===== config.mk =====
export PLATFORM = sky130hd
export DESIGN_NAME = acc_result_fifo_flat
export DESIGN_NICKNAME = d
export VERILOG_FILES = /design/src/rtl/acc_pkg.sv /design/src/rtl/acc_result_fifo_if.sv /design/src/rtl/acc_sat_counter.sv /design/src/rtl/acc_result_fifo.sv /design/src/flat_wrapper.sv
export SDC_FILE = /design/constraint.sdc
export NUM_CORES = 1
export LEC_CHECK = 0
export ABC_AREA = 1
export CAP_MARGIN = 30
export CORE_MARGIN = 4
export CORE_UTILIZATION = 30
export DETAILED_ROUTE_END_ITERATION = 7
export PLACE_DENSITY = 0.55
export SYNTH_ARGS = -nofsm -noshare
export SYNTH_HDL_FRONTEND = slang
export SYNTH_SLANG_ARGS = --single-unit

===== constraint.sdc =====
create_clock -name clk -period 7.55 [get_ports clk]
set_clock_uncertainty 0.1 [all_clocks]
set_input_delay 1.1325 -clock clk [delete_from_list [all_inputs] [get_ports clk]]
set_output_delay 1.1325 -clock clk [all_outputs]
set_load 0.01 [all_outputs]

===== src/rtl/acc_pkg.sv =====
// Shared types and sizing constants for the accumulator datapath.
// The result FIFO pulls its default depth, counter width and pointer types from here.
package acc_pkg;

  localparam int DATA_WIDTH = 32;
  typedef logic [DATA_WIDTH-1:0] data_t;

  localparam int FIFO_DEPTH = 4;
  localparam int DROP_CNT_W = 8;

  typedef logic [$clog2(FIFO_DEPTH)-1:0] ptr_t;
  typedef logic [$clog2(FIFO_DEPTH):0]   cnt_t;

endpackage


===== src/rtl/acc_result_fifo_if.sv =====
// Push/pop handshake between the accumulator, the result FIFO and its consumer.
// The master side produces results and accepts them; the slave side is the FIFO.
interface acc_result_fifo_if #(
  parameter int DATA_WIDTH = acc_pkg::DATA_WIDTH
);

  logic [DATA_WIDTH-1:0] y_i;
  logic                  y_valid_i;
  logic [DATA_WIDTH-1:0] dout_o;
  logic                  valid_o;
  logic                  ready_i;

  modport master (
    output y_i,
    output y_valid_i,
    output ready_i,
    input  dout_o,
    input  valid_o
  );

  modport slave (
    input  y_i,
    input  y_valid_i,
    input  ready_i,
    output dout_o,
    output valid_o
  );

endinterface


===== src/rtl/acc_sat_counter.sv =====
// Up-counter that sticks at all-ones instead of wrapping; clr_i wins over inc_i.
// Used to tally results lost to FIFO overflow.
module acc_sat_counter #(
  parameter int WIDTH = 8
) (
  input  logic             clk,
  input  logic             rst_n,
  input  logic             clr_i,
  input  logic             inc_i,
  output logic [WIDTH-1:0] cnt_o
);

  logic [WIDTH-1:0] cnt_d;
  logic [WIDTH-1:0] cnt_q;

  function automatic logic [WIDTH-1:0] sat_inc(input logic [WIDTH-1:0] v);
    if (&v) begin
      return v;
    end
    return v + WIDTH'(1);
  endfunction

  always_comb begin
    cnt_d = cnt_q;
    if (clr_i) begin
      cnt_d = '0;
    end else if (inc_i) begin
      cnt_d = sat_inc(cnt_q);
    end
  end

  always_ff @(posedge clk or negedge rst_n) begin
    if (!rst_n) begin
      cnt_q <= '0;
    end else begin
      cnt_q <= cnt_d;
    end
  end

  assign cnt_o = cnt_q;

endmodule


===== src/rtl/acc_result_fifo.sv =====
// Circular result buffer behind the accumulator: stores strobed results, hands them
// to a stalling consumer over valid/ready, and tallies words lost when it is full.
module acc_result_fifo
  import acc_pkg::*;
#(
  parameter int DATA_WIDTH = acc_pkg::DATA_WIDTH,
  parameter int DEPTH      = acc_pkg::FIFO_DEPTH,
  parameter int DROP_CNT_W = acc_pkg::DROP_CNT_W
) (
  input  logic                    clk,
  input  logic                    rst_n,
  input  logic                    clr_i,
  acc_result_fifo_if.slave        io,
  output logic [$clog2(DEPTH):0]  count_o,
  output logic                    full_o,
  output logic [DROP_CNT_W-1:0]   drop_cnt_o,
  output logic                    ovf_o
);

  localparam int PTR_W = $clog2(DEPTH);
  localparam int CNT_W = PTR_W + 1;
  localparam logic [CNT_W-1:0] DEPTH_C = CNT_W'(DEPTH);

  logic [DATA_WIDTH-1:0] mem_q [DEPTH];

  logic [PTR_W-1:0] wr_ptr_d, wr_ptr_q;
  logic [PTR_W-1:0] rd_ptr_d, rd_ptr_q;
  logic [CNT_W-1:0] count_d,  count_q;
  logic             ovf_d,    ovf_q;

  logic not_empty;
  logic pop;
  logic push_acc;
  logic drop;
  logic mem_we;

  assign not_empty = (count_q != '0);

  // A full FIFO still takes a push when the head leaves in the same cycle.
  always_comb begin
    pop      = not_empty && io.ready_i;
    push_acc = io.y_valid_i && ((count_q < DEPTH_C) || pop);
    drop     = io.y_valid_i && !push_acc;
    mem_we   = push_acc && !clr_i;

    wr_ptr_d = wr_ptr_q;
    rd_ptr_d = rd_ptr_q;
    count_d  = count_q;
    ovf_d    = ovf_q;

    if (clr_i) begin
      wr_ptr_d = '0;
      rd_ptr_d = '0;
      count_d  = '0;
      ovf_d    = 1'b0;
    end else begin
      if (push_acc) begin
        wr_ptr_d = wr_ptr_q + PTR_W'(1);
      end
      if (pop) begin
        rd_ptr_d = rd_ptr_q + PTR_W'(1);
      end
      count_d = count_q + CNT_W'(push_acc) - CNT_W'(pop);
      if (drop) begin
        ovf_d = 1'b1;
      end
    end
  end

  always_ff @(posedge clk or negedge rst_n) begin
    if (!rst_n) begin
      wr_ptr_q <= '0;
      rd_ptr_q <= '0;
      count_q  <= '0;
      ovf_q    <= 1'b0;
    end else begin
      wr_ptr_q <= wr_ptr_d;
      rd_ptr_q <= rd_ptr_d;
      count_q  <= count_d;
      ovf_q    <= ovf_d;
    end
  end

  // Storage carries no reset; only the pointers define what is live.
  always_ff @(posedge clk) begin
    if (mem_we) begin
      mem_q[wr_ptr_q] <= io.y_i;
    end
  end

  acc_sat_counter #(
    .WIDTH (DROP_CNT_W)
  ) u_drop_cnt (
    .clk   (clk),
    .rst_n (rst_n),
    .clr_i (clr_i),
    .inc_i (drop),
    .cnt_o (drop_cnt_o)
  );

  // Gate the head so an empty FIFO presents zero rather than stale storage.
  assign io.dout_o  = not_empty ? mem_q[rd_ptr_q] : '0;
  assign io.valid_o = not_empty;
  assign count_o    = count_q;
  assign full_o     = (count_q == DEPTH_C);
  assign ovf_o      = ovf_q;

endmodule


===== src/flat_wrapper.sv =====
// flat-port wrapper written by rule: the top's interface ports become plain ports
module acc_result_fifo_flat import acc_pkg::*;
#(
  parameter int DATA_WIDTH = acc_pkg::DATA_WIDTH,
  parameter int DEPTH      = acc_pkg::FIFO_DEPTH,
  parameter int DROP_CNT_W = acc_pkg::DROP_CNT_W
)
  (clk, rst_n, clr_i, count_o, full_o, drop_cnt_o, ovf_o, io_y_i, io_y_valid_i, io_ready_i, io_dout_o, io_valid_o);
  acc_result_fifo_if #(.DATA_WIDTH(DATA_WIDTH)) io_i ();
  input  logic clk;
  input  logic rst_n;
  input  logic clr_i;
  output logic [$clog2(DEPTH):0] count_o;
  output logic full_o;
  output logic [DROP_CNT_W-1:0] drop_cnt_o;
  output logic ovf_o;
  input wire logic [$bits(io_i.y_i)-1:0] io_y_i;
  input wire logic [$bits(io_i.y_valid_i)-1:0] io_y_valid_i;
  input wire logic [$bits(io_i.ready_i)-1:0] io_ready_i;
  output wire logic [$bits(io_i.dout_o)-1:0] io_dout_o;
  output wire logic [$bits(io_i.valid_o)-1:0] io_valid_o;
  assign io_i.y_i = io_y_i;
  assign io_i.y_valid_i = io_y_valid_i;
  assign io_i.ready_i = io_ready_i;
  assign io_dout_o = io_i.dout_o;
  assign io_valid_o = io_i.valid_o;
  acc_result_fifo #(.DATA_WIDTH(DATA_WIDTH), .DEPTH(DEPTH), .DROP_CNT_W(DROP_CNT_W)) u_core (.clk(clk), .rst_n(rst_n), .clr_i(clr_i), .io(io_i), .count_o(count_o), .full_o(full_o), .drop_cnt_o(drop_cnt_o), .ovf_o(ovf_o));
endmodule

After elaboration in Yosys (flattened, before gate mapping)
Memory sizes are Yosys's and may differ from the RTL's.
Index checks and enable logic that the tools add are counted.
Operators by class
  eq/ne operators: 2
  add/sub/neg operators: 5
  reductions and logical operators: 13
  muxes and demuxes: 16
  magnitude comparators: 1
Operator list (count)
  32-bit 2-to-1 mux: 1
  8-bit 2-to-1 mux: 3
  8-bit by 1-bit adder with 8-bit output (second input constant): 1
  2-bit 2-to-1 mux: 4
  8-bit AND reduction: 1
  1-bit 2-to-1 mux: 7
  2-bit nonzero test: 3
  2-bit by 1-bit adder with 2-bit output (second input constant): 2
  1-bit logical AND: 4
  3-bit by 1-bit adder with 3-bit output: 1
  3-bit == test (second input constant): 1
  3-bit less-than comparator (second input constant): 1
  3-bit 2-to-1 mux: 1
  3-bit inequality test (second input constant): 1
  3-bit nonzero test: 1
  3-bit by 1-bit subtractor with 3-bit output: 1
  1-bit zero test: 2
  2-bit AND reduction: 1
  1-bit logical OR: 1
Storage, ports and cells
  RAM bits: 128
  output and inout bits: 46
  flip-flop bits (word level): 16
  input port bits: 37
  memories kept: 1
Memories
  u_core.mem_q: depth 4, bits a word 32, rd ports 1, clocked after memory_dff 0, write ports 1, line acc_result_fifo.sv:24  | logic [DATA_WIDTH-1:0] mem_q [DEPTH];

Logic depth before layout (Yosys ltp)
Gate-level depths: netlist of the first run.
  depth in word-level cells: 11
  mapped depth: 11
  depth with buffers taken out: 11

Cells and area by module
From an unflattened synthesis of the first run, not the netlist that was laid out.
Unflattened totals
  cells, all modules: 646
  area, all modules: 6475.0 µm²
Modules (own cells, without submodules)
  acc_result_fifo: instances 1, cells an instance 573, area an instance 5941.9 µm²
  acc_sat_counter: instances 1, cells an instance 73, area an instance 533.0 µm²

Worst setup path after synthesis of the first run
Ideal clock, no wire load.
  path kind: input to register
  start point: input io_ready_i
  end point: memory u_core.mem_q[0][0] (enable)
  cell stages on the path: 6
  arrival time: 2.818 ns
  setup slack: 4.211 ns
  cell sequence: inv_1 nand2_1 nand2_1 inv_1 nand2_1 nor2_1
Between the ends
  longest elaborated chain between the ends: 6
RTL lines
  from (decl): line flat_wrapper.sv:19  | input wire logic [$bits(io_i.ready_i)-1:0] io_ready_i;
  1-bit logical AND: line acc_result_fifo.sv:41  | pop = not_empty && io.ready_i;
  1-bit logical OR: line acc_result_fifo.sv:42  | push_acc = io.y_valid_i && ((count_q < DEPTH_C) || pop);
  1-bit logical AND: line acc_result_fifo.sv:42
  1-bit logical AND: line acc_result_fifo.sv:44  | mem_we = push_acc && !clr_i;
  1-bit 2-to-1 mux: line acc_result_fifo.sv:86  | if (mem_we) begin
  1-bit 2-to-1 mux (not written as such): line acc_result_fifo.sv:87  | mem_q[wr_ptr_q] <= io.y_i;
  to (decl): line acc_result_fifo.sv:24
No other way between the ends.

Worst setup path in the final report of the first run
  start point: register u_core.rd_ptr_q[1]
  end point: output io_dout_o[22]
Between the ends
  longest elaborated chain between the ends: 2
RTL lines
  from (decl): line acc_result_fifo.sv:27  | logic [PTR_W-1:0] rd_ptr_d, rd_ptr_q;
  from (signal assigned): line acc_result_fifo.sv:78  | rd_ptr_q <= rd_ptr_d;
  memory read 4 x 32 bit
  32-bit 2-to-1 mux: line acc_result_fifo.sv:102  | assign io.dout_o = not_empty ? mem_q[rd_ptr_q] : '0;
  to (decl): line flat_wrapper.sv:20  | output wire logic [$bits(io_i.dout_o)-1:0] io_dout_o;
No other way between the ends.

==> results of run 1 <==
cell type report:
cell class	count	area, µm²	area share, %
clock buffers	17	425	5.52
clock inverters	14	166	2.16
inverters	28	105	1.36
repair buffers	89	951	12.3
well taps	265	332	4.30
flip-flops and latches	144	4250	55.1
multi-input cells	315	1480	19.2
cells by family (layout without fill, tap and decap cells):
group,after synthesis,in the layout
and+or+nand+nor,199,199
DFF,144,144
AOI/OAI and AO/OA,105,105
buffers and inverters,53,148
adders and majority gates,8,8
xor gates and xnor gates,3,3
stage by stage:
step	utilization (%)	total power, mW	cell area [µm²]
global route	39.6	2.65	7700
CTS	39.6	2.55	7700
detailed placement	36.5	1.71	7110
global placement	35.9	1.69	7000
finish	39.6	2.51	7700
floorplan	-	1.33	5940
worst max-delay path: cells and delay by family (launching register included):
kind | cells | cell delay (ns)
buffers and inverters | 2 | 1.11
DFF | 1 | 0.85
AOI/OAI and AO/OA | 2 | 0.31
and+or+nand+nor | 1 | 0.21
layout by cell type, fill, tap and decap left out, types with 2 or more instances in the layout:
cell type / netlist / routed
nand2_1: 35 / 35
dfrtp_2: 0 / 2
clkinv_4: 0 / 2
buf_4: 4 / 2
dfrtp_1: 16 / 14
inv_1: 25 / 25
nand3b_1: 2 / 2
buf_16: 0 / 2
clkinv_2: 0 / 3
edfxtp_1: 128 / 128
xor2_1: 2 / 2
clkbuf_16: 0 / 17
ha_1: 7 / 7
bufinv_16: 0 / 3
nor2_4: 0 / 4
clkdlybuf4s50_1: 0 / 82
buf_12: 0 / 3
clkinvlp_4: 0 / 3
nand3_1: 18 / 18
nor2_1: 141 / 137
o21ai_0: 19 / 19
a21oi_1: 33 / 33
inv_6: 0 / 2
o21ai_1: 51 / 51
inv_2: 3 / 3
worst max path at each step:
stage,startpoint,end,slack (ns),depth (start not counted)
after floorplan,io_ready_i,u_core.mem_q[0][0]$_DFFE_PP_,4.21,6
after global placement,u_core.rd_ptr_q[1]$_DFFE_PN0P_,io_dout_o[22],3.81,5
after detailed placement,u_core.rd_ptr_q[1]$_DFFE_PN0P_,io_dout_o[22],3.80,5
after CTS,u_core.rd_ptr_q[1]$_DFFE_PN0P_,io_dout_o[22],3.33,5
after global routing,u_core.rd_ptr_q[1]$_DFFE_PN0P_,io_dout_o[22],3.20,5
final,u_core.rd_ptr_q[1]$_DFFE_PN0P_,io_dout_o[22],3.42,5
power by group:
part | switching (mW) | leakage (nW) | internal [mW] | total, mW
logic | 0.404 | 1.10 | 0.327 | 0.731
registers | 0.0294 | 1.38 | 0.909 | 0.938
clock network | 0.320 | 0.283 | 0.517 | 0.837
layer usage:
layer  wire length (µm)  part of all wire, %
met5                  0                    0
met4                168                  1.2
met3                507                  3.7
met2               7100                   51
met1               6100                   44
state kept, by name, summed over array words and instances, names as in the netlist:
| register | cells |
|---|---|
| u_core.u_drop_cnt.cnt_o | 8 |
| u_core.mem_q | 128 |
| u_core.wr_ptr_q | 2 |
| u_core.rd_ptr_q | 2 |
| u_core.ovf_o | 1 |
| u_core.count_o | 3 |
==> run metrics, run 1 <==
synthesis-to-finish area growth 29.7%; synth unique cells 25; longest individual stage delay on the worst path 0.85 ns; top cell types by occurrence after synthesis nor2_1 (141), edfxtp_1 (128), o21ai_1 (51); Worst setup EP type output port; overall die area 22,100 µm²; main combinational cell family by area after synthesis simple AND/OR/NAND/NOR gates; number of flops mapped to enable cells by yosys 128; number of cells traversed by the worst register-to-register path 6; Setup-failing EPs final 0; busiest metal layer after global routing met2; Final Net Count 640; post-CTS resize count 0; fraction of post-synthesis cell area in the top cell type by area 64.7%; total number of vias 3,944; Power Dens Cells 325 nW/µm²; number of clock buffers inserted by TritonCTS 17; GRT Resource Usage Total 13.0%; die width 149 µm; clk_lat worst skew 0.41 ns; layout filler cell count 1,821; synthesized cell area 5940 µm²; Final Max Slew Viols 0; DP HPWL 8.62 mm; first-pass GRT wire length 21.9 mm; Worst EP arrival 2.90 ns; cell with the largest stage delay on the worst path dfrtp_2; cells taking the most area after synthesis edfxtp_1 (65%), nor2_1 (8.9%), dfrtp_1 (6.7%), o21ai_1 (4.3%), a21oi_1 (2.8%); max-capacitance violation count 0; status finished, final reports clean; reg-to-reg endpoint u_core.mem_q[2][19]$_DFFE_PP_; post-synthesis area per instance 11.6 µm²; proportion of layout cells with a drive suffix above 1 7.91%; sum of overflow across all layers after global routing 0; Post-synth ARST share 11.1%; Via density 4.52; # diodes 0; post-detailed-route wirelength per cell 15.9 µm; Total Wirelength 13.9 mm; fraction of synthesized area in multiplexers 0%; endpoint with the worst hold slack u_core.ovf_o$_DFFE_PN0P_; setup repair bufs after CTS 0; GR Util met3 3.11%; worst r2r src u_core.count_o[2]$_DFF_PN0_; first-pass detailed-route iteration total 6; clock transition at the register clock pins on the worst setup and hold paths after CTS 0.06 ns; worst-case clock buffer depth 2; proportion of synthesized chip area in sequential cells 71.4%; Hold Path Cell Cnt 1; count of nets left with antenna violations after detail routing 0; most used standard cell by instance count after synthesis nor2_1; CTS H-Tree Depth 4; Max Clock Freq 242 MHz; biggest fanout along the worst timing path 34; Clock Sinks 144; relative slew slack 47.3%; CTS Hold Buffers Added 0; overall die height 149 µm; final clock period utilization by the worst path 54.8%; Slew @ Worst Pin 0.788 ns; leakage power 2.76 nW; post-route worst hold slack 0.420 ns; post-route setup slack 3.42 ns; vias in the first global route 3,974; pin count of the biggest net entering global routing 66; maximum ir drop on the vdd rail 0.171 mV; worst min path class register to register; GP Congestion 0.767; Synth warnings 0; Hold Fails Final Rpt 0; quantity of I/O buffers inserted on ports 82; most frequently used flop master after synthesis edfxtp_1; synthesized-area fraction occupied by ao, oa, aoi and oai cells 8.93%; summed negative setup slack over all endpoints 0 ns; post-detailed-route DRC marker count 0; Synthesized Nets 557; Iter 0 DRT Violations 340; Initial Utilization 30.5%; area of the core 19,500 µm²; library cell used as clock root buffer clkbuf_16; worst path cell trace inv_2 -> nor2_1 -> o21ai_1 -> a21oi_1 -> clkdlybuf4s50_1; CP startpoint kind register; number of antenna violations at the first check in global routing 0; Gate Count Post-Synth 512; number of placed I/O pins 83; number of standard-cell rows in the floorplan 51; Worst R2R Setup Slack 5.31 ns; adder-cell share of the synthesized area 1.81%; RSZ-0062 raised after global routing false; clock tree from TritonCTS yes; synthesis-stage register bit count 144; fraction of met2 tracks used by global routing 22.5%; min Tclk post-route 4.13 ns; xor and xnor fraction of the mapped netlist area 0.442%; worst setup path class register to output port; Place WS 3.80 ns; grt met1 use 15.7%; required time reported for the critical path endpoint 6.32 ns; non-filler cells, final 872; total placed cells including tap cells 841; worst hold start u_core.ovf_o$_DFFE_PN0P_; library cell occupying the most area in the post-synthesis netlist edfxtp_1; simple-gate area share of the yosys netlist 13.2%
No activity file was read; power rests on OpenSTA's default activity.
==> inputs of run 2 (changes only) <==
--- a/config.mk
+++ b/config.mk
@@ -10,7 +10,7 @@
 export CORE_MARGIN = 4
 export CORE_UTILIZATION = 30
 export DETAILED_ROUTE_END_ITERATION = 7
-export PLACE_DENSITY = 0.55
+export PLACE_DENSITY = 0.57
 export SYNTH_ARGS = -nofsm -noshare
 export SYNTH_HDL_FRONTEND = slang
 export SYNTH_SLANG_ARGS = --single-unit
==> constraint.sdc (replaced) <==
create_clock -name clk -period 3.5 [get_ports clk]
set_clock_uncertainty 0.1 [all_clocks]
set_input_delay 0.525 -clock clk [delete_from_list [all_inputs] [get_ports clk]]
set_output_delay 0.525 -clock clk [all_outputs]
set_load 0.01 [all_outputs]
==> run 2 against run 1 <==
- power increased by 120%
- global-route usage down 0.075 points
- non-clock buffer count rose by 2
- cell area is 0.80% lower
- combinational power is 120% higher
- routed wire length shrank 1.3%
- clock-buffer cell count unchanged
- final cell count up 0.34%
- clock power up 120%
- worst setup slack worse by 3.0 ns
- highest routed layer unchanged
==> run metrics, run 2 (synthesis gave the netlist of run 1 again) <==
status finished, final reports clean; DP HPWL 8.71 mm; Worst setup EP type output port; Slew @ Worst Pin 0.783 ns; relative slew slack 47.6%; layout filler cell count 1,833; Worst R2R Setup Slack 1.30 ns; pin count of the biggest net entering global routing 66; worst-case clock buffer depth 2; Via density 4.48; number of clock buffers inserted by TritonCTS 17; total number of vias 3,916; number of placed I/O pins 83; overall die area 22,100 µm²; Worst EP arrival 2.50 ns; Place WS 0.687 ns; quantity of I/O buffers inserted on ports 82; first-pass detailed-route iteration total 4; Final Max Slew Viols 0; biggest fanout along the worst timing path 65; post-detailed-route wirelength per cell 15.7 µm; min Tclk post-route 3.12 ns; synthesis-to-finish area growth 28.6%; Iter 0 DRT Violations 222; proportion of layout cells with a drive suffix above 1 8.52%; GP Congestion 0.762; worst r2r src u_core.count_o[1]$_DFF_PN0_; leading cell type in the layout, fill and taps excluded nor2_1; maximum ir drop on the vdd rail 0.344 mV; post-detailed-route DRC marker count 0; post-route setup slack 0.379 ns; count of nets left with antenna violations after detail routing 0; number of antenna violations at the first check in global routing 0; CTS H-Tree Depth 4; clk_lat worst skew 0.41 ns; library cell used as clock root buffer clkbuf_16; commonest cells after routing, fill and taps aside nor2_1 (137), edfxtp_1 (128), clkdlybuf4s50_1 (82); Total Wirelength 13.7 mm; Setup-failing EPs final 0; die width 149 µm; vias in the first global route 4,077; clock transition at the register clock pins on the worst setup and hold paths after CTS 0.06 ns; overall die height 149 µm; Initial Utilization 30.5%; Critical Path End io_dout_o[19]; # diodes 0; max-capacitance violation count 0; worst min path class register to register; top register by number of flip-flops u_core.mem_q; sum of overflow across all layers after global routing 0; Final Net Count 642; Critical path origin u_core.rd_ptr_q[0]$_DFFE_PN0P_; Clock Sinks 144; summed negative setup slack over all endpoints 0 ns; GRT Resource Usage Total 12.9%; leakage power 2.75 nW; Largest register FFs 128; Hold Fails Final Rpt 0; post-CTS resize count 0; CTS Hold Buffers Added 0; number of cells traversed by the worst register-to-register path 11; non-filler cells, final 875; CP startpoint kind register; reg-to-reg endpoint u_core.count_o[2]$_DFF_PN0_; final clock period utilization by the worst path 89.2%; required time reported for the critical path endpoint 2.87 ns; clock tree from TritonCTS yes; setup repair bufs after CTS 0; total placed cells including tap cells 843; worst setup path class register to output port; Power Dens Cells 705 nW/µm²; number of standard-cell rows in the floorplan 51; area of the core 19,500 µm²; Max Clock Freq 320 MHz; total design power 5.39 mW; RSZ-0062 raised after global routing false; first-pass GRT wire length 21.9 mm
run 2: cell types whose count changed in the layout (fill, tap and decap cells not counted), moves of 2 or more:
cell and change:
buf_4 +7, buf_12 -3, clkinv_2 +3, buf_16 -2
run 2: per-layer routing:
layer	GRT usage, %	share of wire, %	vias to the layer above
li1	-	-	1934
met1	15.8	44	1877
met2	22.1	51	90
met3	3.17	4.1	15
met4	4.57	1.2	0
met5	0	0	-
run 2: layout make-up:
cell class | count | area (µm²) | area share [%]
clock buffers | 17 | 425 | 5.57
repair buffers | 91 | 888 | 11.6
clock inverters | 15 | 168 | 2.19
multi-input cells | 315 | 1480 | 19.3
well taps | 265 | 332 | 4.34
inverters | 28 | 105 | 1.38
flip-flops and latches | 144 | 4250 | 55.6
run 2: per-stage QoR:
| step | utilization [%] | cell area (µm²) | hold WS, ns |
|---|---|---|---|
| 2_1_floorplan | - | 5940 | 0.129 |
| 3_3_place_gp | 36.2 | 7050 | 0.379 |
| 3_5_place_dp | 36.2 | 7050 | 0.384 |
| 4_1_cts | 39.3 | 7640 | 0.398 |
| 5_1_grt | 39.3 | 7640 | 0.431 |
| 6_report | 39.3 | 7640 | 0.399 |
run 2: worst max-delay path: stages (launching register included):
cell and delay [ns]:
dfrtp_2 0.36, buf_4 0.52, nor2_1 0.12, nor2_1 0.10
o21ai_1 0.07, a21oi_1 0.30, clkdlybuf4s50_1 0.60
run 2: worst min-delay path by stage:
stage / startpoint / to / depth (start not counted)
global placement: u_core.ovf_o$_DFFE_PN0P_ / u_core.ovf_o$_DFFE_PN0P_ / 1
global route: u_core.ovf_o$_DFFE_PN0P_ / u_core.ovf_o$_DFFE_PN0P_ / 1
CTS: u_core.ovf_o$_DFFE_PN0P_ / u_core.ovf_o$_DFFE_PN0P_ / 1
detailed placement: u_core.ovf_o$_DFFE_PN0P_ / u_core.ovf_o$_DFFE_PN0P_ / 1
floorplan: rst_n / u_core.count_o[0]$_DFF_PN0_ / 0
finish: u_core.ovf_o$_DFFE_PN0P_ / u_core.ovf_o$_DFFE_PN0P_ / 1
run 2: power breakdown:
group          internal (mW)  switching [mW]
clock                   1.11           0.691
sequential              1.96          0.0481
combinational          0.694           0.882
